**config.mk**
```make
export PLATFORM = sky130hd
export DESIGN_NAME = lsu_txn_monitor
export DESIGN_NICKNAME = d
export VERILOG_FILES = /design/src/rtl/lsu_mon_pkg.sv /design/src/rtl/lsu_mon_fifo.sv /design/src/rtl/lsu_txn_monitor.sv
export SDC_FILE = /design/constraint.sdc
export NUM_CORES = 1
export LEC_CHECK = 0
export CELL_PAD_IN_SITES_DETAIL_PLACEMENT = 1
export CELL_PAD_IN_SITES_GLOBAL_PLACEMENT = 1
export CORE_MARGIN = 3
export CORE_UTILIZATION = 40
export DETAILED_ROUTE_END_ITERATION = 8
export PLACE_DENSITY_LB_ADDON = 0.1
export SYNTH_ARGS = -nofsm -noshare
export SYNTH_HDL_FRONTEND = slang
export SYNTH_SLANG_ARGS = --single-unit
```
**constraint.sdc**
```tcl
create_clock -name clk_i -period 3.78 [get_ports clk_i]
set_input_delay 0.567 -clock clk_i [delete_from_list [all_inputs] [get_ports clk_i]]
set_output_delay 0.567 -clock clk_i [all_outputs]
set_load 0.05 [all_outputs]
```
**src/rtl/lsu_mon_pkg.sv**
```systemverilog
// Shared types and helpers for the LSU transaction monitor: protocol-violation
// codes and a width-generic saturating increment.
package lsu_mon_pkg;

  typedef enum logic [2:0] {
    NONE          = 3'd0,
    RVALID_NO_TXN = 3'd1,
    PUSH_WHEN_FULL = 3'd2,
    REQ_UNSTABLE  = 3'd3,
    HEAD_TIMEOUT  = 3'd4,
    GNT_NO_REQ    = 3'd5
  } proto_err_e;

  // Increments value unless it already holds the all-ones pattern of 'width' bits.
  function automatic logic [63:0] sat_inc(input logic [63:0] value, input int unsigned width);
    logic [63:0] max_val;
    max_val = (width >= 64) ? '1 : ((64'd1 << width) - 64'd1);
    return (value >= max_val) ? value : value + 64'd1;
  endfunction

endpackage

```
**src/rtl/lsu_mon_fifo.sv**
```systemverilog
// In-order outstanding-transaction queue with per-slot saturating age counters.
// A pop and a push in the same cycle are accepted even when full.
module lsu_mon_fifo #(
  parameter int unsigned Depth    = 2,
  parameter int unsigned Width    = 8,
  parameter int unsigned AgeWidth = 9
) (
  input  logic                       clk,
  input  logic                       rst_n,
  input  logic                       push,
  input  logic                       pop,
  input  logic [Width-1:0]           push_data,
  output logic [Width-1:0]           head_data,
  output logic [AgeWidth-1:0]        head_age,
  output logic [$clog2(Depth+1)-1:0] count,
  output logic                       full,
  output logic                       empty
);

  localparam int unsigned PtrWidth = (Depth > 1) ? $clog2(Depth) : 1;
  localparam int unsigned CntWidth = $clog2(Depth + 1);
  localparam logic [PtrWidth-1:0] LastPtr = PtrWidth'(Depth - 1);

  logic [Width-1:0]    mem [Depth];
  logic [AgeWidth-1:0] age [Depth];
  logic [PtrWidth-1:0] rd_ptr, wr_ptr;
  logic                do_push, do_pop;

  function automatic logic [PtrWidth-1:0] next_ptr(input logic [PtrWidth-1:0] p);
    return (p == LastPtr) ? '0 : p + PtrWidth'(1);
  endfunction

  assign full      = (count == CntWidth'(Depth));
  assign empty     = (count == '0);
  assign do_pop    = pop & ~empty;
  assign do_push   = push & (~full | do_pop);
  assign head_data = mem[rd_ptr];
  assign head_age  = age[rd_ptr];

  // When full, wr_ptr equals rd_ptr, so a simultaneous push reuses the slot being popped.
  always_ff @(posedge clk or negedge rst_n) begin
    if (!rst_n) begin
      rd_ptr <= '0;
      wr_ptr <= '0;
      count  <= '0;
      for (int i = 0; i < int'(Depth); i++) begin
        mem[i] <= '0;
        age[i] <= '0;
      end
    end else begin
      if (do_pop) rd_ptr <= next_ptr(rd_ptr);
      if (do_push) begin
        mem[wr_ptr] <= push_data;
        wr_ptr      <= next_ptr(wr_ptr);
      end
      case ({do_push, do_pop})
        2'b10:   count <= count + CntWidth'(1);
        2'b01:   count <= count - CntWidth'(1);
        default: count <= count;
      endcase
      for (int i = 0; i < int'(Depth); i++) begin
        if (do_push && wr_ptr == PtrWidth'(i)) age[i] <= '0;
        else if (age[i] != '1)                 age[i] <= age[i] + AgeWidth'(1);
      end
    end
  end

endmodule

```
**src/rtl/lsu_txn_monitor.sv**
```systemverilog
// Passive LSU data-bus monitor: pairs grants with responses, emits one record per
// completed transaction, keeps statistics and latches the first protocol violation.
module lsu_txn_monitor
  import lsu_mon_pkg::*;
#(
  parameter int unsigned DataWidth      = 32,
  parameter int unsigned AddrWidth      = 32,
  parameter int unsigned MaxOutstanding = 2,
  parameter int unsigned CntWidth       = 32,
  parameter int unsigned LatWidth       = 8,
  parameter int unsigned TimeoutCycles  = 256
) (
  input  logic                                clk_i,
  input  logic                                rst_ni,
  input  logic                                data_req_i,
  input  logic                                data_gnt_i,
  input  logic                                data_we_i,
  input  logic [AddrWidth-1:0]                data_addr_i,
  input  logic [DataWidth/8-1:0]              data_be_i,
  input  logic [DataWidth-1:0]                data_wdata_i,
  input  logic                                data_rvalid_i,
  input  logic [DataWidth-1:0]                data_rdata_i,
  input  logic                                data_err_i,
  output logic                                txn_valid_o,
  output logic                                txn_we_o,
  output logic [AddrWidth-1:0]                txn_addr_o,
  output logic [DataWidth/8-1:0]              txn_be_o,
  output logic [DataWidth-1:0]                txn_data_o,
  output logic                                txn_err_o,
  output logic [LatWidth-1:0]                 txn_lat_o,
  output logic [$clog2(MaxOutstanding+1)-1:0] outstanding_o,
  output logic [CntWidth-1:0]                 n_loads_o,
  output logic [CntWidth-1:0]                 n_stores_o,
  output logic [CntWidth-1:0]                 n_errs_o,
  output logic                                proto_err_o,
  output logic [2:0]                          proto_err_code_o
);

  localparam int unsigned BeWidth      = DataWidth / 8;
  localparam int unsigned TimeoutWidth = $clog2(TimeoutCycles + 1);
  localparam int unsigned AgeWidth     = (LatWidth > TimeoutWidth) ? LatWidth : TimeoutWidth;
  localparam logic [AgeWidth:0] LatMax = {{(AgeWidth + 1 - LatWidth){1'b0}}, {LatWidth{1'b1}}};

  typedef struct packed {
    logic                 we;
    logic [AddrWidth-1:0] addr;
    logic [BeWidth-1:0]   be;
    logic [DataWidth-1:0] wdata;
  } entry_t;

  localparam int unsigned EntryWidth = $bits(entry_t);

  entry_t                push_entry, head;
  logic [EntryWidth-1:0] head_raw;
  logic [AgeWidth-1:0]   head_age;
  logic [AgeWidth:0]     lat_ext;
  logic [LatWidth-1:0]   lat;
  logic [DataWidth-1:0]  raw_data, masked_data;
  logic                  fifo_full, fifo_empty, push_req, pop, req_unstable;
  logic                  prev_stall, prev_we;
  logic [AddrWidth-1:0]  prev_addr;
  logic [BeWidth-1:0]    prev_be;
  logic [DataWidth-1:0]  prev_wdata;
  proto_err_e            viol;

  assign push_req   = data_req_i & data_gnt_i;
  assign pop        = data_rvalid_i & ~fifo_empty;
  assign push_entry = '{we: data_we_i, addr: data_addr_i, be: data_be_i, wdata: data_wdata_i};
  assign head       = head_raw;

  lsu_mon_fifo #(
    .Depth    (MaxOutstanding),
    .Width    (EntryWidth),
    .AgeWidth (AgeWidth)
  ) u_fifo (
    .clk       (clk_i),
    .rst_n     (rst_ni),
    .push      (push_req),
    .pop       (pop),
    .push_data (push_entry),
    .head_data (head_raw),
    .head_age  (head_age),
    .count     (outstanding_o),
    .full      (fifo_full),
    .empty     (fifo_empty)
  );

  // Head age counts from the cycle after the grant, so latency is one more than age.
  assign lat_ext = {1'b0, head_age} + (AgeWidth + 1)'(1);
  assign lat     = (lat_ext > LatMax) ? LatMax[LatWidth-1:0] : lat_ext[LatWidth-1:0];

  always_comb begin
    raw_data    = head.we ? head.wdata : data_rdata_i;
    masked_data = '0;
    for (int b = 0; b < int'(BeWidth); b++)
      masked_data[b*8 +: 8] = raw_data[b*8 +: 8] & {8{head.be[b]}};
  end

  always_ff @(posedge clk_i or negedge rst_ni) begin
    if (!rst_ni) begin
      txn_valid_o <= 1'b0;
      txn_we_o    <= 1'b0;
      txn_addr_o  <= '0;
      txn_be_o    <= '0;
      txn_data_o  <= '0;
      txn_err_o   <= 1'b0;
      txn_lat_o   <= '0;
    end else begin
      txn_valid_o <= pop;
      if (pop) begin
        txn_we_o   <= head.we;
        txn_addr_o <= head.addr;
        txn_be_o   <= head.be;
        txn_data_o <= masked_data;
        txn_err_o  <= data_err_i;
        txn_lat_o  <= lat;
      end
    end
  end

  always_ff @(posedge clk_i or negedge rst_ni) begin
    if (!rst_ni) begin
      n_loads_o  <= '0;
      n_stores_o <= '0;
      n_errs_o   <= '0;
    end else if (pop) begin
      if (head.we) n_stores_o <= CntWidth'(sat_inc(64'(n_stores_o), CntWidth));
      else         n_loads_o  <= CntWidth'(sat_inc(64'(n_loads_o), CntWidth));
      if (data_err_i) n_errs_o <= CntWidth'(sat_inc(64'(n_errs_o), CntWidth));
    end
  end

  // Snapshot of a stalled request, used to check that it stays stable until granted.
  always_ff @(posedge clk_i or negedge rst_ni) begin
    if (!rst_ni) begin
      prev_stall <= 1'b0;
      prev_we    <= 1'b0;
      prev_addr  <= '0;
      prev_be    <= '0;
      prev_wdata <= '0;
    end else begin
      prev_stall <= data_req_i & ~data_gnt_i;
      prev_we    <= data_we_i;
      prev_addr  <= data_addr_i;
      prev_be    <= data_be_i;
      prev_wdata <= data_wdata_i;
    end
  end

  assign req_unstable = prev_stall &&
                        (!data_req_i || data_we_i != prev_we || data_addr_i != prev_addr ||
                         data_be_i != prev_be || (prev_we && data_wdata_i != prev_wdata));

  always_comb begin
    viol = NONE;
    if (data_rvalid_i && fifo_empty)                  viol = RVALID_NO_TXN;
    else if (push_req && fifo_full && !pop)           viol = PUSH_WHEN_FULL;
    else if (req_unstable)                            viol = REQ_UNSTABLE;
    else if (!fifo_empty && head_age >= AgeWidth'(TimeoutCycles)) viol = HEAD_TIMEOUT;
    else if (data_gnt_i && !data_req_i)               viol = GNT_NO_REQ;
  end

  always_ff @(posedge clk_i or negedge rst_ni) begin
    if (!rst_ni) begin
      proto_err_o      <= 1'b0;
      proto_err_code_o <= '0;
    end else if (!proto_err_o && viol != NONE) begin
      proto_err_o      <= 1'b1;
      proto_err_code_o <= viol;
    end
  end

endmodule

```
==> results.rst, run 1 <==
.. list-table::
   :header-rows: 1

   * - Metric
     - Value
   * - Status
     - finished, final reports clean
   * - Via count of the routed design
     - 12,519
   * - Number of enable flip-flop cells after synthesis
     - 0
   * - Wire length of the first global-routing pass
     - approximately 78 mm
   * - Classification of the worst setup path
     - flip-flop to flip-flop
   * - Highest achievable clock rate
     - roughly 350 MHz
   * - FF-to-FF Start
     - u_fifo.rd_ptr$_DFFE_PN0P_
   * - Antenna violations before repair
     - 8
   * - Most common cell after layout, fill and taps aside
     - dfrtp_1
   * - Worst endpoint required time
     - between 4 and 5 ns
   * - End of the worst register-to-register path
     - txn_data_o[8]$_DFFE_PN0P_
   * - Post-synth top flop
     - dfrtp_1
   * - Largest net degree at the start of global routing
     - slightly above 100
   * - Synthesized-area fraction occupied by xor and xnor cells
     - 0.0909
   * - Number of clock sinks seen by CTS
     - 409
   * - CP Max Fanout
     - 46
   * - Element type at the critical path end
     - flip-flop
   * - Worst relative slew slack
     - 0.397
   * - Height of the chip
     - between 200 and 250 um
   * - Total count of hold-check failures in the final report
     - 0
   * - Final net count
     - a little under 2,000
   * - Sequential fraction of the synthesis area
     - 0.587
   * - Crit path time final
     - ~2.8 ns
   * - DRC violations left
     - 0
   * - Final non-filler cell total
     - approximately 2,500
   * - Combinational family with the most area after synthesis
     - simple AND/OR/NAND/NOR gates
   * - Antenna violation net count after detailed routing
     - 0
   * - Final wirelength
     - between 40 and 50 mm
   * - Final clock period utilization by the worst path
     - 0.753
   * - Starting density of the core
     - 0.410
   * - Number of primary I/O pins
     - around 290
   * - Global placer's final weighted congestion
     - ~0.78
   * - PwrDens
     - ~770 nW/um^2
   * - Proportion of power drawn by the clock network
     - 0.250
   * - Power dissipated by switching net loads
     - roughly 6.7 mW
   * - Critical path startpoint
     - u_fifo.rd_ptr$_DFFE_PN0P_
   * - Post-CTS setup buffer count
     - 0
   * - Average wire per standard cell
     - 19.6 um
   * - Clock tree from TritonCTS
     - built
   * - Clock buffer depth
     - 3
   * - Source-to-sink clock delay at the later pin of the worst-skew pair
     - roughly 0.57 ns
   * - Die Area
     - around 46,000 um^2
   * - M1 GR Usage
     - 0.285
   * - Pins over their slew limit
     - 0
   * - Switching Fraction
     - 0.387
   * - GRT met3 Usage
     - 0.0470
   * - Area inside the core boundary
     - 42,500 um^2
   * - Arrival time at the worst endpoint
     - roughly 3.3 ns
   * - Number of placement rows
     - 75
   * - Depth of the most critical reg-to-reg path
     - 4
   * - Via-to-Cell Ratio
     - approximately 5.1
   * - Sequential group share of total power
     - 0.384
   * - Proportion of layout cells with a drive suffix above 1
     - 0.0977
   * - DRT Pass-1 Iters
     - 4
   * - Path class of the lowest-slack min-delay path
     - input port to async pin
   * - Seq cells post-synth
     - slightly above 400
   * - Worst setup endpoint
     - txn_data_o[8]$_DFFE_PN0P_
   * - Number of buffers added to fix hold violations after cts
     - 0
   * - Critical path launch point type
     - flip-flop
   * - Post-synthesis share of cell area spent on full adders, half adders and majority gates
     - 0.00718
   * - Cell count after synthesis
     - 1,570
   * - Post-synthesis async set-or-reset flop share
     - 1.00
   * - Setup Skew
     - 0.0163 ns
   * - Fraction of the mapped netlist area in compound gates
     - 0.0441
   * - Reg-to-reg setup timing slack
     - 0.93 ns
   * - Total congestion overflow after global routing
     - 0
   * - Cells resized by post-CTS repair
     - 0
   * - Pleak
     - slightly above 10 nW
   * - Detail Placement HPWL
     - 33.3 mm
   * - Commonest cells after routing, fill and taps aside
     - 408 x dfrtp_1, 328 x nand2_1, 286 x clkdlybuf4s50_1
   * - Syn_area_per_cell
     - 11.1 um^2
   * - Max-cap check violation count
     - 0
   * - Vias in the first global route
     - around 13,000
   * - Warnings from Yosys
     - 0
   * - Worst-margin pin slew
     - about 0.90 ns
   * - Met2 track demand over resource
     - 0.339
   * - Post-synthesis simple-gate area fraction
     - 0.157
   * - Comb power frac
     - 0.366
   * - Number of buffers added by the clock tree synthesis step
     - 45
   * - Internal power component
     - roughly 11 mW
   * - Net count of the mapped netlist
     - around 1,700
   * - Port-buffer cells
     - 287
   * - Total placed cells including tap cells
     - about 2,400
   * - # H-tree levels
     - 2
   * - Setup TNS
     - 0 ns
   * - Number of setup violations in the final report
     - 0
   * - Die Wd
     - around 210 um
   * - Starting DRT DRC Count
     - 694
   * - Area grow syn2layout
     - 29.1%
   * - Netlist Area Pre-Place
     - roughly 17,000 um^2
   * - Highest-utilization routing layer at the global route stage
     - met2
   * - Portion of netlist area occupied by mux cells
     - 0.0939
   * - Clock slew seen by the registers of the worst setup and hold paths
     - 0.06 ns
   * - Unique cell type count in the Yosys netlist
     - between 50 and 60
   * - Setup repair after global routing missed its margin
     - false
   * - Root buffer cell
     - clkbuf_16
   * - Max IR drop VDD
     - between 0.4 and 0.5 mV
   * - GR Util All Layers
     - 0.209
==> power groups by stage <==
stage               Clock [mW]  Sequential, mW  Combinational (mW)
CTS                       4.50            6.70                6.47
finish                    4.35            6.69                6.37
global placement             0            6.67                6.31
detailed placement           0            6.76                6.44
floorplan                    0            8.05                2.72
global route              4.69            6.87                6.91
==> worst min-delay path by stage <==
stage                                    start                         end  slack (ns)  cells after the start
CTS                                     rst_ni    n_errs_o[18]$_DFFE_PN0P_        0.03                      1
global route                            rst_ni    n_errs_o[16]$_DFFE_PN0P_        0.05                      1
detailed placement  u_fifo.mem[33]$_DFFE_PN0P_  u_fifo.mem[33]$_DFFE_PN0P_        0.46                      2
global placement    u_fifo.mem[35]$_DFFE_PN0P_  u_fifo.mem[35]$_DFFE_PN0P_        0.45                      2
floorplan                               rst_ni     n_errs_o[0]$_DFFE_PN0P_        0.27                      0
finish                                  rst_ni    n_errs_o[16]$_DFFE_PN0P_        0.03                      1
==> sequential cells by signal, summed over array words and instances, names as in the netlist, 32 cells and up <==
register / count
n_errs_o: 32
n_loads_o: 32
n_stores_o: 32
prev_addr: 32
prev_wdata: 32
txn_addr_o: 32
txn_data_o: 32
u_fifo.mem: 138
==> through the flow <==
stage | setup WS [ns] | power [mW] | util | hold WS [ns] | cell area, um^2
floorplan | 1.31 | 10.8 | - | 0.271 | 17400
global placement | 0.643 | 13.0 | 0.495 | 0.455 | 21000
detailed placement | 0.611 | 13.2 | 0.495 | 0.462 | 21000
CTS | 0.846 | 17.7 | 0.530 | 0.0266 | 22500
global route | 0.693 | 18.5 | 0.530 | 0.0479 | 22500
finish | 0.932 | 17.4 | 0.530 | 0.0324 | 22500
==> worst max-delay path, stage by stage, from the launching register on <==
cell	delay (ns)
dfrtp_4	0.87
buf_4	0.81
mux2_2	0.41
nand2_1	0.39
o21ai_0	0.19
==> cell usage after synthesis (16+ instances only) <==
cell      instances  area (um^2)
a21oi_1          38          190
and3_1           16          100
clkbuf_1         42          158
dfrtp_1         409        10200
inv_1            24         90.1
mux2_2           77          867
mux2i_1          77          771
nand2_1         329         1230
nand3_1          44          220
nand4_1          25          156
nor2_1           90          338
nor3_1           17         85.1
nor4_1           20          125
o21ai_0          69          345
xnor2_1          74          648
xor2_1          107          937
==> final cells by class <==
type / instances / area [um^2]
antenna: 3 / 7.51
clock buffer: 70 / 1340
clock inverter: 11 / 131
fill: 4461 / 20000
inverter: 25 / 93.8
multi-input combinational: 1075 / 6890
sequential: 409 / 10200
tap: 577 / 722
timing repair buffer: 304 / 3090
==> cell families (layout without fill, tap and decap cells) <==
family                     Yosys count  after routing
buffers and inverters               86            410
DFF                                409            409
adders and majority gates           10             10
muxes                              154            154
and+or+nand+nor                    598            598
AOI/OAI and AO/OA                  132            132
xor gates and xnor gates           181            181
other                                0              3
==> per-layer routing <==
| layer | wire [um] | part of all wire |
|---|---|---|
| met3 | 2500 | 0.051 |
| met4 | 967 | 0.020 |
| met1 | 22000 | 0.45 |
| met2 | 23000 | 0.47 |
| met5 | 80 | 0.0016 |
Power figures use the tool's default switching activity.
==> run 2: changes to the inputs <==
==> constraint.sdc (replaced) <==
create_clock -name clk_i -period 2.69 [get_ports clk_i]
set_input_delay 0.4035 -clock clk_i [delete_from_list [all_inputs] [get_ports clk_i]]
set_output_delay 0.4035 -clock clk_i [all_outputs]
set_load 0.05 [all_outputs]
==> run 2 against run 1 <==
Compared with the run above: clock skew increased by 0.0016 ns; first-iteration DRC count decreased by 7.2%; design area increased by 2.1%; worst setup slack got worse by 0.69 ns; clock power increased by 44%; count of clock-buffer cells in the layout increased by 6; flip-flop and latch count unchanged; sequential share of layout area decreased by 0.91 points; worst hold slack improved by 0.31 ns; highest routed layer unchanged.
==> results.rst, run 2 (synthesized netlist as in run 1, its figures left out) <==
.. list-table::
   :header-rows: 1

   * - Metric
     - Value
   * - Area after detailed placement
     - 21,400 um^2 (was 21,000 um^2)
   * - Max-cap check violation count
     - 0 (unchanged)
   * - Setup repair after global routing missed its margin
     - false (unchanged)
   * - Arrival time at the worst endpoint
     - 2.05 ns (was 3.26 ns)
   * - Largest net degree at the start of global routing
     - 86 (was 103)
   * - Root buffer cell
     - clkbuf_16 (unchanged)
   * - Element type at the critical path end
     - output pin (was flip-flop)
   * - Final clock period utilization by the worst path
     - 0.910
   * - Slowest stage delay, CP
     - 0.96 ns (was 0.87 ns)
   * - Number of buffers added by the clock tree synthesis step
     - 46 (was 45)
   * - Critical path's slowest cell
     - clkdlybuf4s50_1 (was dfrtp_4)
   * - Starting DRT DRC Count
     - 644 (was 694)
   * - Port-buffer cells
     - 287 (unchanged)
   * - Starting density of the core
     - 0.410 (unchanged)
   * - CP Max Fanout
     - 6 (was 46)
   * - Via-to-Cell Ratio
     - 5.04 (was 5.06)
   * - Global placer's final weighted congestion
     - 0.784 (was 0.781)
   * - Number of setup violations in the final report
     - 0 (unchanged)
   * - Worst relative slew slack
     - 0.389 (was 0.397)
   * - Antenna violation net count after detailed routing
     - 0 (unchanged)
   * - Total count of hold-check failures in the final report
     - 0 (unchanged)
   * - Number of placement rows
     - 75 (unchanged)
   * - PwrDens
     - 1070 nW/um^2 (was 773 nW/um^2)
   * - Clock buffer depth
     - 3 (unchanged)
   * - Die Area
     - 46,100 um^2 (unchanged)
   * - Source-to-sink clock delay at the later pin of the worst-skew pair
     - 0.58 ns (was 0.57 ns)
   * - Number of clock sinks seen by CTS
     - 409 (unchanged)
   * - Most common cell after layout, fill and taps aside
     - dfrtp_1 (unchanged)
   * - Commonest cells after routing, fill and taps aside
     - 408 x dfrtp_1, 328 x nand2_1, 286 x clkdlybuf4s50_1 (unchanged)
   * - Pins over their slew limit
     - 0 (unchanged)
   * - Final core utilization
     - 0.541 (was 0.530)
   * - Total congestion overflow after global routing
     - 0 (unchanged)
   * - Detail Placement HPWL
     - 33.9 mm (was 33.3 mm)
   * - Top cell family by delay on the critical path
     - buffers and inverters (was flip-flops)
   * - # fillers
     - 4,522 (was 4,461)
   * - Buffers plus inverters on the worst setup path
     - 1 (unchanged)
   * - Area grow syn2layout
     - 31.8% (was 29.1%)
   * - Proportion of layout cells with a drive suffix above 1
     - 0.120 (was 0.0977)
   * - Cells resized by post-CTS repair
     - 0 (unchanged)
   * - Classification of the worst setup path
     - flip-flop to output pin (was flip-flop to flip-flop)
   * - Total placed cells including tap cells
     - 2,434 (was 2,390)
   * - Wire length of the first global-routing pass
     - 78.1 mm (was 77.8 mm)
   * - Final wirelength
     - 48.0 mm (was 48.5 mm)
   * - Most flops, register
     - u_fifo.mem (unchanged)
   * - Setup Skew
     - 0.0178 ns (was 0.0163 ns)
   * - Max IR drop VDD
     - 0.773 mV (was 0.441 mV)
   * - Path class of the lowest-slack min-delay path
     - input port to flip-flop (was input port to async pin)
   * - Via count of the routed design
     - 12,699 (was 12,519)
   * - Pleak
     - 10.4 nW (was 10.2 nW)
   * - Worst endpoint required time
     - 2.29 ns (was 4.20 ns)
   * - # H-tree levels
     - 2 (unchanged)
   * - Final net count
     - 2,023 (was 1,977)
   * - GR Util All Layers
     - 0.209 (about the same)
   * - Height of the chip
     - 215 um (unchanged)
   * - Average wire per standard cell
     - 19.0 um (was 19.6 um)
   * - DRC violations left
     - 0 (unchanged)
   * - Status
     - finished, final reports clean (unchanged)
   * - Highest achievable clock rate
     - slightly above 400 MHz
   * - Total power
     - 24.6 mW (was 17.4 mW)
   * - Post-route worst hold slack
     - 0.345 ns (was 0.0324 ns)
   * - Finished Cell Area
     - 23,000 um^2 (was 22,500 um^2)
   * - Area inside the core boundary
     - 42,500 um^2 (unchanged)
   * - Number of primary I/O pins
     - 288 (unchanged)
   * - Setup Slack @ Placement
     - -0.167 ns (was 0.611 ns)
   * - Sequence of cells on the critical path
     - clkdlybuf4s50_1 (was buf_4 -> mux2_2 -> nand2_1 -> o21ai_0)
   * - Die Wd
     - 215 um (unchanged)
   * - Final non-filler cell total
     - 2,522 (was 2,474)
   * - Setup TNS
     - 0 ns (unchanged)
   * - Antenna violations before repair
     - 7 (was 8)
   * - Worst setup margin
     - 0.241 ns (was 0.932 ns)
   * - Worst-margin pin slew
     - 0.916 ns (was 0.904 ns)
   * - Critical path launch point type
     - flip-flop (unchanged)
   * - DRT Pass-1 Iters
     - 5 (was 4)
   * - Clock tree from TritonCTS
     - built (unchanged)
   * - Flip-flop count of the largest register, all copies and words added
     - 138 (unchanged)
   * - Clock slew seen by the registers of the worst setup and hold paths
     - 0.06 ns (about the same)
   * - Crit path time final
     - 2.45 ns
   * - Vias in the first global route
     - 13,747 (was 13,464)
run 2: changes by cell type in the layout (fill, tap and decap cells not counted), sizes merged:
cell / previous run / this run
buf: 18 / 62
clkbuf: 70 / 76
bufinv: 2 / 0
clkinv: 9 / 8
diode: 3 / 2
dlygate4sd3: 0 / 1
inv: 25 / 26
run 2: where the power goes:
group | switching (mW) | internal (mW) | leakage, nW
logic | 5.64 | 3.46 | 4.57
registers | 1.25 | 8.02 | 5.10
clock network | 2.57 | 3.68 | 0.760
run 2: worst reg2reg max path: stages (launching register included):
cell and delay, ns:
dfrtp_4 0.55, mux2i_1 0.48, inv_1 0.09, ha_1 0.24, nand3b_1 0.12, nor3_1 0.08
nor3b_1 0.17, and3_4 0.20, o21ai_4 0.24, o22a_1 0.19
run 2: final timing paths:
path / startpoint / to / slack, ns / depth (start not counted)
max: u_fifo.count[0]$_DFFE_PN0P_ / outstanding_o[0] / 0.24 / 1
min reg2reg: u_fifo.mem[1]$_DFFE_PN0P_ / u_fifo.mem[1]$_DFFE_PN0P_ / 0.48 / 2
min in group asynchronous: rst_ni / n_errs_o[17]$_DFFE_PN0P_ / 0.41 / 2
max reg2reg: u_fifo.rd_ptr$_DFFE_PN0P_ / txn_lat_o[2]$_DFFE_PN0P_ / 0.26 / 9
min: data_addr_i[23] / prev_addr[23]$_DFF_PN0_ / 0.35 / 1
max in group asynchronous: rst_ni / n_stores_o[3]$_DFFE_PN0P_ / 1.51 / 3
run 2: cell type report:
| type | instances | area (um^2) | area share |
|---|---|---|---|
| Multi-Input combinational cell | 1075 | 6890 | 0.300 |
| Inverter | 25 | 93.8 | 0.00408 |
| Clock inverter | 9 | 88.8 | 0.00387 |
| Timing Repair Buffer | 349 | 3500 | 0.152 |
| Sequential cell | 409 | 10200 | 0.446 |
| Antenna cell | 2 | 5.00 | 0.000218 |
| Clock buffer | 76 | 1440 | 0.0628 |
| Tap cell | 577 | 722 | 0.0314 |
run 2: routing by layer:
metal	wire length (um)	share of wire	track usage
met4	730	0.015	0.0481
met1	21200	0.44	0.274
met3	2330	0.049	0.0468
met5	76	0.0016	0
met2	23600	0.49	0.357
run 2: timing repair:
action / in CTS / in global routing
hold endpoints to repair: 56 / 0
hold buffers: 1 / 0
buffers inserted: 0 / 0
